[src/rtl/axi_ooo_rd_slave.sv]
// AXI read-slave responder returning bursts in-order, reversed or LFSR-random.
// Define AXI_SLV_INTERLEAVE_EN to interleave beats of different ids.
module axi_ooo_rd_slave #(
    parameter int          ID_WIDTH     = 4,
    parameter int          ADDR_WIDTH   = 32,
    parameter int          DATA_WIDTH   = 64,
    parameter int          LEN_WIDTH    = 8,
    parameter int          RESP_WIDTH   = 2,
    parameter int          DEPTH        = 8,
    parameter int          MODE         = 0,
    parameter logic [15:0] LFSR_SEED    = 16'hACE1,
    parameter int          ERR_ADDR_BIT = ADDR_WIDTH - 1
) (
    input  logic                  clk,
    input  logic                  rst,
    input  logic                  ar_valid,
    output logic                  ar_ready,
    input  logic [ID_WIDTH-1:0]   ar_id,
    input  logic [ADDR_WIDTH-1:0] ar_addr,
    input  logic [LEN_WIDTH-1:0]  ar_len,
    input  logic [2:0]            ar_size,
    input  logic [1:0]            ar_burst,
    output logic                  r_valid,
    input  logic                  r_ready,
    output logic [ID_WIDTH-1:0]   r_id,
    output logic [DATA_WIDTH-1:0] r_data,
    output logic [RESP_WIDTH-1:0] r_resp,
    output logic                  r_last
);
    localparam int IW = $clog2(DEPTH);

    typedef enum logic {IDLE, BURST} state_t;

    logic [DEPTH-1:0]      vld;
    logic [DEPTH-1:0]      vld_nxt;
    logic [DEPTH-1:0]      elig;
    logic [ID_WIDTH-1:0]   s_id    [DEPTH];
    logic [ADDR_WIDTH-1:0] s_addr  [DEPTH];
    logic [LEN_WIDTH-1:0]  s_len   [DEPTH];
    logic [LEN_WIDTH-1:0]  s_cnt   [DEPTH];
    logic [2:0]            s_size  [DEPTH];
    logic [1:0]            s_burst [DEPTH];
    logic [IW-1:0]         s_age   [DEPTH];
    logic [IW-1:0]         age_nxt [DEPTH];

    state_t        state;
    logic [IW-1:0] cur;
    logic [15:0]   lfsr;
    logic [IW-1:0] free_idx;
    logic [IW-1:0] sel_idx;
    logic          sel_any;
    logic          accept;
    logic          hs;
    logic          last_hs;
    logic [IW-1:0] nxt_idx;
    logic [LEN_WIDTH-1:0]  nxt_beat;
    logic [ADDR_WIDTH-1:0] nxt_addr;

    function automatic logic [ADDR_WIDTH-1:0] beat_addr(
        input logic [ADDR_WIDTH-1:0] a,
        input logic [LEN_WIDTH-1:0]  b,
        input logic [2:0]            sz,
        input logic [1:0]            bu
    );
        if (bu == 2'b00)
            return a;
        return a + (ADDR_WIDTH'(b) << sz);
    endfunction

    assign accept  = ar_valid & ar_ready;
    assign hs      = r_valid & r_ready;
    assign last_hs = hs & r_last;

    // Oldest slot of each id is the only one allowed to respond
    always_comb begin
        for (int i = 0; i < DEPTH; i++) begin
            elig[i] = vld[i];
            for (int j = 0; j < DEPTH; j++)
                if (j != i && vld[j] && s_id[j] == s_id[i] &&
                    s_age[j] > s_age[i])
                    elig[i] = 1'b0;
        end
    end

    always_comb begin
        free_idx = '0;
        for (int i = DEPTH - 1; i >= 0; i--)
            if (!vld[i])
                free_idx = IW'(i);
    end

    always_comb begin
        logic [IW-1:0] scan;
        logic [IW-1:0] best;
        logic          fnd;
        scan    = '0;
        best    = '0;
        fnd     = 1'b0;
        sel_idx = '0;
        sel_any = |elig;
        if (MODE == 2) begin
            for (int k = DEPTH - 1; k >= 0; k--) begin
                scan = lfsr[IW-1:0] + IW'(k);
                if (elig[scan])
                    sel_idx = scan;
            end
        end else begin
            for (int i = 0; i < DEPTH; i++)
                if (elig[i] && (!fnd ||
                    (MODE == 1 ? s_age[i] < best : s_age[i] > best))) begin
                    fnd     = 1'b1;
                    best    = s_age[i];
                    sel_idx = IW'(i);
                end
        end
    end

`ifdef AXI_SLV_INTERLEAVE_EN
    logic [IW-1:0] sw_idx;
    logic          sw_any;

    always_comb begin
        logic [IW-1:0] scan;
        scan   = '0;
        sw_idx = cur;
        sw_any = 1'b0;
        for (int k = DEPTH - 1; k >= 1; k--) begin
            scan = cur + IW'(k);
            if (elig[scan] && s_id[scan] != s_id[cur]) begin
                sw_idx = scan;
                sw_any = 1'b1;
            end
        end
    end
`endif

    always_comb begin
        nxt_idx  = cur;
        nxt_beat = s_cnt[cur];
        if (hs) begin
            nxt_beat = s_cnt[cur] + 1'b1;
`ifdef AXI_SLV_INTERLEAVE_EN
            if (sw_any) begin
                nxt_idx  = sw_idx;
                nxt_beat = s_cnt[sw_idx];
            end
`endif
        end
        nxt_addr = beat_addr(s_addr[nxt_idx], nxt_beat,
                             s_size[nxt_idx], s_burst[nxt_idx]);
    end

    // Ages form a dense rank (count of younger slots), so they never tie
    always_comb begin
        vld_nxt = vld;
        if (last_hs)
            vld_nxt[cur] = 1'b0;
        if (accept)
            vld_nxt[free_idx] = 1'b1;
        for (int i = 0; i < DEPTH; i++) begin
            age_nxt[i] = s_age[i];
            if (last_hs && s_age[i] > s_age[cur])
                age_nxt[i] = age_nxt[i] - IW'(1);
            if (accept && age_nxt[i] != IW'(DEPTH - 1))
                age_nxt[i] = age_nxt[i] + IW'(1);
            if (accept && free_idx == IW'(i))
                age_nxt[i] = '0;
        end
    end

    always_ff @(posedge clk or posedge rst) begin
        if (rst) begin
            state    <= IDLE;
            cur      <= '0;
            lfsr     <= LFSR_SEED;
            vld      <= '0;
            ar_ready <= 1'b0;
            r_valid  <= 1'b0;
            r_id     <= '0;
            r_data   <= '0;
            r_resp   <= '0;
            r_last   <= 1'b0;
            for (int i = 0; i < DEPTH; i++) begin
                s_id[i]    <= '0;
                s_addr[i]  <= '0;
                s_len[i]   <= '0;
                s_cnt[i]   <= '0;
                s_size[i]  <= '0;
                s_burst[i] <= '0;
                s_age[i]   <= '0;
            end
        end else begin
            lfsr     <= {lfsr[0] ^ lfsr[2] ^ lfsr[3] ^ lfsr[5], lfsr[15:1]};
            vld      <= vld_nxt;
            ar_ready <= ~&vld_nxt;
            for (int i = 0; i < DEPTH; i++)
                s_age[i] <= age_nxt[i];
            if (hs && !r_last)
                s_cnt[cur] <= s_cnt[cur] + 1'b1;
            if (accept) begin
                s_id[free_idx]    <= ar_id;
                s_addr[free_idx]  <= ar_addr;
                s_len[free_idx]   <= ar_len;
                s_cnt[free_idx]   <= '0;
                s_size[free_idx]  <= ar_size;
                s_burst[free_idx] <= ar_burst;
            end
            unique case (state)
                IDLE: begin
                    r_valid <= 1'b0;
                    if (sel_any) begin
                        cur   <= sel_idx;
                        state <= BURST;
                    end
                end
                BURST: begin
                    if (!r_valid || (hs && !r_last)) begin
                        cur     <= nxt_idx;
                        r_valid <= 1'b1;
                        r_id    <= s_id[nxt_idx];
                        r_data  <= DATA_WIDTH'(nxt_addr);
                        r_last  <= (nxt_beat == s_len[nxt_idx]);
                        r_resp  <= s_addr[nxt_idx][ERR_ADDR_BIT] ?
                                   RESP_WIDTH'(2) : '0;
                    end else if (hs) begin
                        r_valid <= 1'b0;
                        state   <= IDLE;
                    end
                end
            endcase
        end
    end
endmodule

[config.mk]
export PLATFORM = sky130hd
export DESIGN_NAME = axi_ooo_rd_slave
export DESIGN_NICKNAME = d
export VERILOG_FILES = /design/src/rtl/axi_ooo_rd_slave.sv
export SDC_FILE = /design/constraint.sdc
export NUM_CORES = 2
export LEC_CHECK = 0
export CAP_MARGIN = 20
export CORE_MARGIN = 2
export CORE_UTILIZATION = 50
export DETAILED_ROUTE_END_ITERATION = 10
export PLACE_DENSITY = 0.68
export SETUP_SLACK_MARGIN = 0.15
export SYNTH_ARGS = -nofsm -noshare
export SYNTH_HDL_FRONTEND = slang
export SYNTH_SLANG_ARGS = --single-unit
[constraint.sdc]
create_clock -name clk -period 43.6 [get_ports clk]
set_clock_uncertainty 0.1 [all_clocks]
set_input_delay 8.72 -clock clk [delete_from_list [all_inputs] [get_ports clk]]
set_output_delay 8.72 -clock clk [all_outputs]
set_load 0.01 [all_outputs]
==> impl_metrics.xml <==
<?xml version="1.0" encoding="UTF-8"?>
<metrics>
  <group name="outcome">
    <metric name="outcome" unit="">complete, no violations</metric>
  </group>
  <group name="synthesis">
    <metric name="synth_cell_type_count" unit="">96</metric>
    <metric name="synth_enable_flop_cells" unit="">0</metric>
    <metric name="synth_flop_cell" unit="">dfrtp_1</metric>
    <metric name="yosys_register_bits" unit="">532</metric>
    <metric name="async_flop_share" unit="">1.00</metric>
    <metric name="syn-mean-instance-area" unit="sq um">9.07</metric>
    <metric name="ys.warnings.count" unit="">0</metric>
    <metric name="synth_area" unit="sq um">31100</metric>
    <metric name="synth.yosys.seq_area_share" unit="">0.428</metric>
    <metric name="number_of_standard_cells_after_synthesis" unit="">3434</metric>
  </group>
  <group name="clock_tree">
    <metric name="htree_num_levels" unit="">2</metric>
    <metric name="cts.sinks" unit="">532</metric>
    <metric name="cts_max_path_buffers" unit="">3</metric>
    <metric name="path_clk_slew" unit="ns">0.06</metric>
    <metric name="clock_tree_root_driver_cell" unit="">clkbuf_16</metric>
    <metric name="clock_latency" unit="ns">0.64</metric>
    <metric name="cts_setup_buffers" unit="">0</metric>
    <metric name="cts_buffers" unit="">57</metric>
    <metric name="cts-resized-gates" unit="">0</metric>
    <metric name="cts-hold-fix-buffers" unit="">0</metric>
    <metric name="tritoncts" unit="">yes</metric>
  </group>
  <group name="die">
    <metric name="pin_count" unit="">126</metric>
    <metric name="die_area" unit="sq um">64300</metric>
    <metric name="core_area" unit="sq um">61600</metric>
    <metric name="dieHeight" unit="microns">254</metric>
    <metric name="die_x" unit="microns">254</metric>
    <metric name="rows" unit="">91</metric>
    <metric name="initial_core_util" unit="">0.505</metric>
  </group>
  <group name="cells_and_area">
    <metric name="drive_gt1_frac" unit="">0.101</metric>
    <metric name="n_fill_cell" unit="">5399</metric>
    <metric name="synthToLayoutAreaGrowth" unit="%">11.0</metric>
    <metric name="final_core_utilization" unit="">0.561</metric>
    <metric name="multi_input_comb_area" unit="sq um">16500</metric>
    <metric name="sequential_cell_area" unit="sq um">13300</metric>
    <metric name="design.final.nets" unit="">3654</metric>
    <metric name="postLayoutCellArea" unit="sq um">34600</metric>
  </group>
  <group name="sta">
    <metric name="timing.final.crit_period" unit="ns">13.07</metric>
    <metric name="finalMaxSlewViolations" unit="">0</metric>
    <metric name="finalHoldViolations" unit="">0</metric>
    <metric name="grt_setup_unrepaired" unit="">no</metric>
    <metric name="setup-tns-final" unit="ns">0</metric>
    <metric name="slew_headroom" unit="">0.229</metric>
    <metric name="timing.final.crit_share" unit="">0.300</metric>
    <metric name="achievable-frequency" unit="MHz">76.5</metric>
    <metric name="final_report_setup_violation_count" unit="">0</metric>
    <metric name="tightest_slew" unit="ns">1.15</metric>
  </group>
  <group name="drt">
    <metric name="drt_pre_antenna_iters" unit="">5</metric>
    <metric name="route.vias.total" unit="">26200</metric>
    <metric name="route.detailed.wl_per_inst" unit="microns">23.2</metric>
    <metric name="first_iter_violations" unit="">3036</metric>
    <metric name="post_detailed_route_via_to_cell_ratio" unit="">6.08</metric>
    <metric name="drt-total-wl" unit="mm">99.9</metric>
    <metric name="drcViolationCount" unit="">0</metric>
    <metric name="final_antenna_net_count" unit="">0</metric>
  </group>
  <group name="critical_path">
    <metric name="worstSetupPathType" unit="">input port to flip-flop</metric>
    <metric name="cp.buffers_inverters" unit="">2</metric>
    <metric name="critical_path.top_delay_family" unit="">compound AO/OA/AOI/OAI gates</metric>
    <metric name="worst-endpoint-required" unit="ns">44.00</metric>
    <metric name="cpMaxStageDelayCell" unit="">a2111oi_0</metric>
    <metric name="timing.critical_path.to_type" unit="">flip-flop</metric>
    <metric name="crit_path_cell_trace" unit="">clkdlybuf4s50_1, nand2_1, xnor2_1, and2_1, and3_1, ha_1, inv_1, fa_1, nor2b_1, o21ai_0, a21boi_0, a31oi_1, a2111oi_0, o31a_1, nand3_1, xnor2_1, o21ai_0</metric>
    <metric name="worstPathArrival" unit="ns">13.47</metric>
    <metric name="crit_path_start_kind" unit="">input port</metric>
    <metric name="cp_slowest_stage_delay" unit="ns">0.89</metric>
    <metric name="cp_max_fo" unit="">10</metric>
  </group>
  <group name="grt">
    <metric name="maximum_number_of_pins_on_one_net_before_global_route_repair" unit="">117</metric>
    <metric name="grt_pass1_wl" unit="mm">154</metric>
    <metric name="globalRoute.totalOverflow" unit="">0</metric>
    <metric name="grt_pass1_vias" unit="">25000</metric>
    <metric name="global_route_usage_over_all_layers" unit="">0.313</metric>
    <metric name="number_of_antenna_violations_at_the_first_check_in_global_routing" unit="">3</metric>
  </group>
  <group name="worst_hold_path">
    <metric name="hold_path.class" unit="">flip-flop to flip-flop</metric>
  </group>
  <group name="flow_run">
    <metric name="maxCapViolations" unit="">0</metric>
  </group>
  <group name="place">
    <metric name="gpl.final_weighted_congestion" unit="">0.962</metric>
    <metric name="port-buffer-count" unit="">92</metric>
    <metric name="hpwl" unit="mm">62.3</metric>
    <metric name="dpl_cell_area" unit="sq um">32500</metric>
  </group>
</metrics>
==> layout by cell type, fill, tap and decap left out, types with 8 or more instances in the layout <==
master / n
nand2_1: 1017
dfrtp_1: 529
ha_1: 169
nor2_1: 160
xnor2_1: 133
mux2_2: 118
o21ai_0: 106
a21oi_1: 105
clkdlybuf4s50_1: 92
inv_1: 69
a211oi_1: 60
clkbuf_16: 57
nand3_1: 52
a22oi_1: 50
xor2_1: 50
buf_4: 48
mux2i_1: 47
o22ai_1: 42
nand4_1: 33
conb_1: 33
a221oi_1: 31
nor3_1: 30
mux4_2: 25
nor4_1: 24
a21o_1: 20
o211ai_1: 19
a22o_1: 18
a31oi_1: 18
nor2b_1: 17
and3_1: 17
nand3b_1: 14
clkbuf_8: 14
o221ai_1: 12
nand2b_1: 11
a311oi_1: 11
and2_1: 11
nor3b_1: 10
clkinv_2: 9
and3b_1: 8
bufinv_16: 8
==> kinds of logic after synthesis <==
| kind of cell | share of synthesized area |
|---|---|
| and+or+nand+nor | 0.203 |
| adders and majority gates | 0.0686 |
| muxes | 0.0759 |
| other | 0.000120 |
| buffers and inverters | 0.0477 |
| AOI/OAI and AO/OA | 0.126 |
| DFF | 0.428 |
| xor gates and xnor gates | 0.0515 |
==> tightest hold or removal path, cell delays in order, from the launching register on <==
cell     delay [ns]
dfrtp_1        0.33
nand2_1        0.05
nand2_1        0.05
==> metrics by stage <==
step                std cells  setup slack, ns  hold WS (ns)
finish                   4313            30.53         0.370
global placement         4202            30.08         0.352
floorplan                3466            19.91         0.340
global route             4312            29.92         0.391
CTS                      4306            30.57         0.372
detailed placement       4203            30.05         0.357
==> layer usage <==
metal  share of wire  up-vias  GRT usage
met5         0.00039        -          0
met2            0.45     1257      0.481
met1            0.42    12900      0.446
met3           0.090      232     0.0555
met4           0.034        6      0.112
li1                -    11800          -
==> cell usage after synthesis (all sizes together), types with 15 or more instances <==
master | count | area share
a211oi | 61 | 0.015
a21o | 20 | 0.0048
a21oi | 106 | 0.017
a221oi | 32 | 0.0092
a22o | 18 | 0.0051
a22oi | 50 | 0.012
a31oi | 18 | 0.0036
and2 | 15 | 0.0030
and3 | 18 | 0.0038
buf | 109 | 0.023
clkbuf | 130 | 0.016
dfrtp | 532 | 0.43
ha | 169 | 0.068
inv | 75 | 0.0090
mux2 | 118 | 0.043
mux2i | 47 | 0.015
mux4 | 25 | 0.018
nand2 | 1023 | 0.12
nand3 | 52 | 0.0084
nand4 | 33 | 0.0066
nor2 | 164 | 0.020
nor2b | 17 | 0.0034
nor3 | 37 | 0.0068
nor4 | 26 | 0.0054
o211ai | 19 | 0.0046
o21ai | 110 | 0.018
o22ai | 42 | 0.0084
xnor2 | 133 | 0.037
xor2 | 50 | 0.014
==> cell type report <==
cell class | count | share of cell area
Inverter | 75 | 0.00836
Clock inverter | 26 | 0.0113
Antenna cell | 1 | 0.0000724
Timing Repair Buffer | 145 | 0.0385
Sequential cell | 532 | 0.386
Clock buffer | 77 | 0.0475
Tap cell | 837 | 0.0303
Multi-Input combinational cell | 2620 | 0.478
==> sequential cells by signal, summed over array words and instances, names as in the netlist, 3 cells and up <==
| register | cells |
|---|---|
| s_addr | 256 |
| s_cnt | 64 |
| s_len | 64 |
| r_data | 32 |
| s_id | 32 |
| s_age | 24 |
| s_size | 24 |
| s_burst | 16 |
| vld | 8 |
| r_id | 4 |
| cur | 3 |
==> worst paths after layout <==
check	endpoint	from	cells past startpoint	slack (ns)
max in group asynchronous	s_addr[199]$_DFFE_PP0P_	rst	4	32.45
setup reg to reg	cur[0]$_DFFE_PP0P_	s_age[8]$_DFF_PP0_	62	30.88
min in group asynchronous	s_addr[62]$_DFFE_PP0P_	rst	2	8.54
hold / removal	s_addr[76]$_DFFE_PP0P_	s_addr[76]$_DFFE_PP0P_	2	0.37
setup / recovery	r_data[30]$_DFFE_PP0P_	r_ready	17	30.53
hold reg to reg	s_addr[76]$_DFFE_PP0P_	s_addr[76]$_DFFE_PP0P_	2	0.37
Power is left out: the tool's default activity adds up to more than one toggle a clock period on the data nets, which glitch-free logic cannot reach.
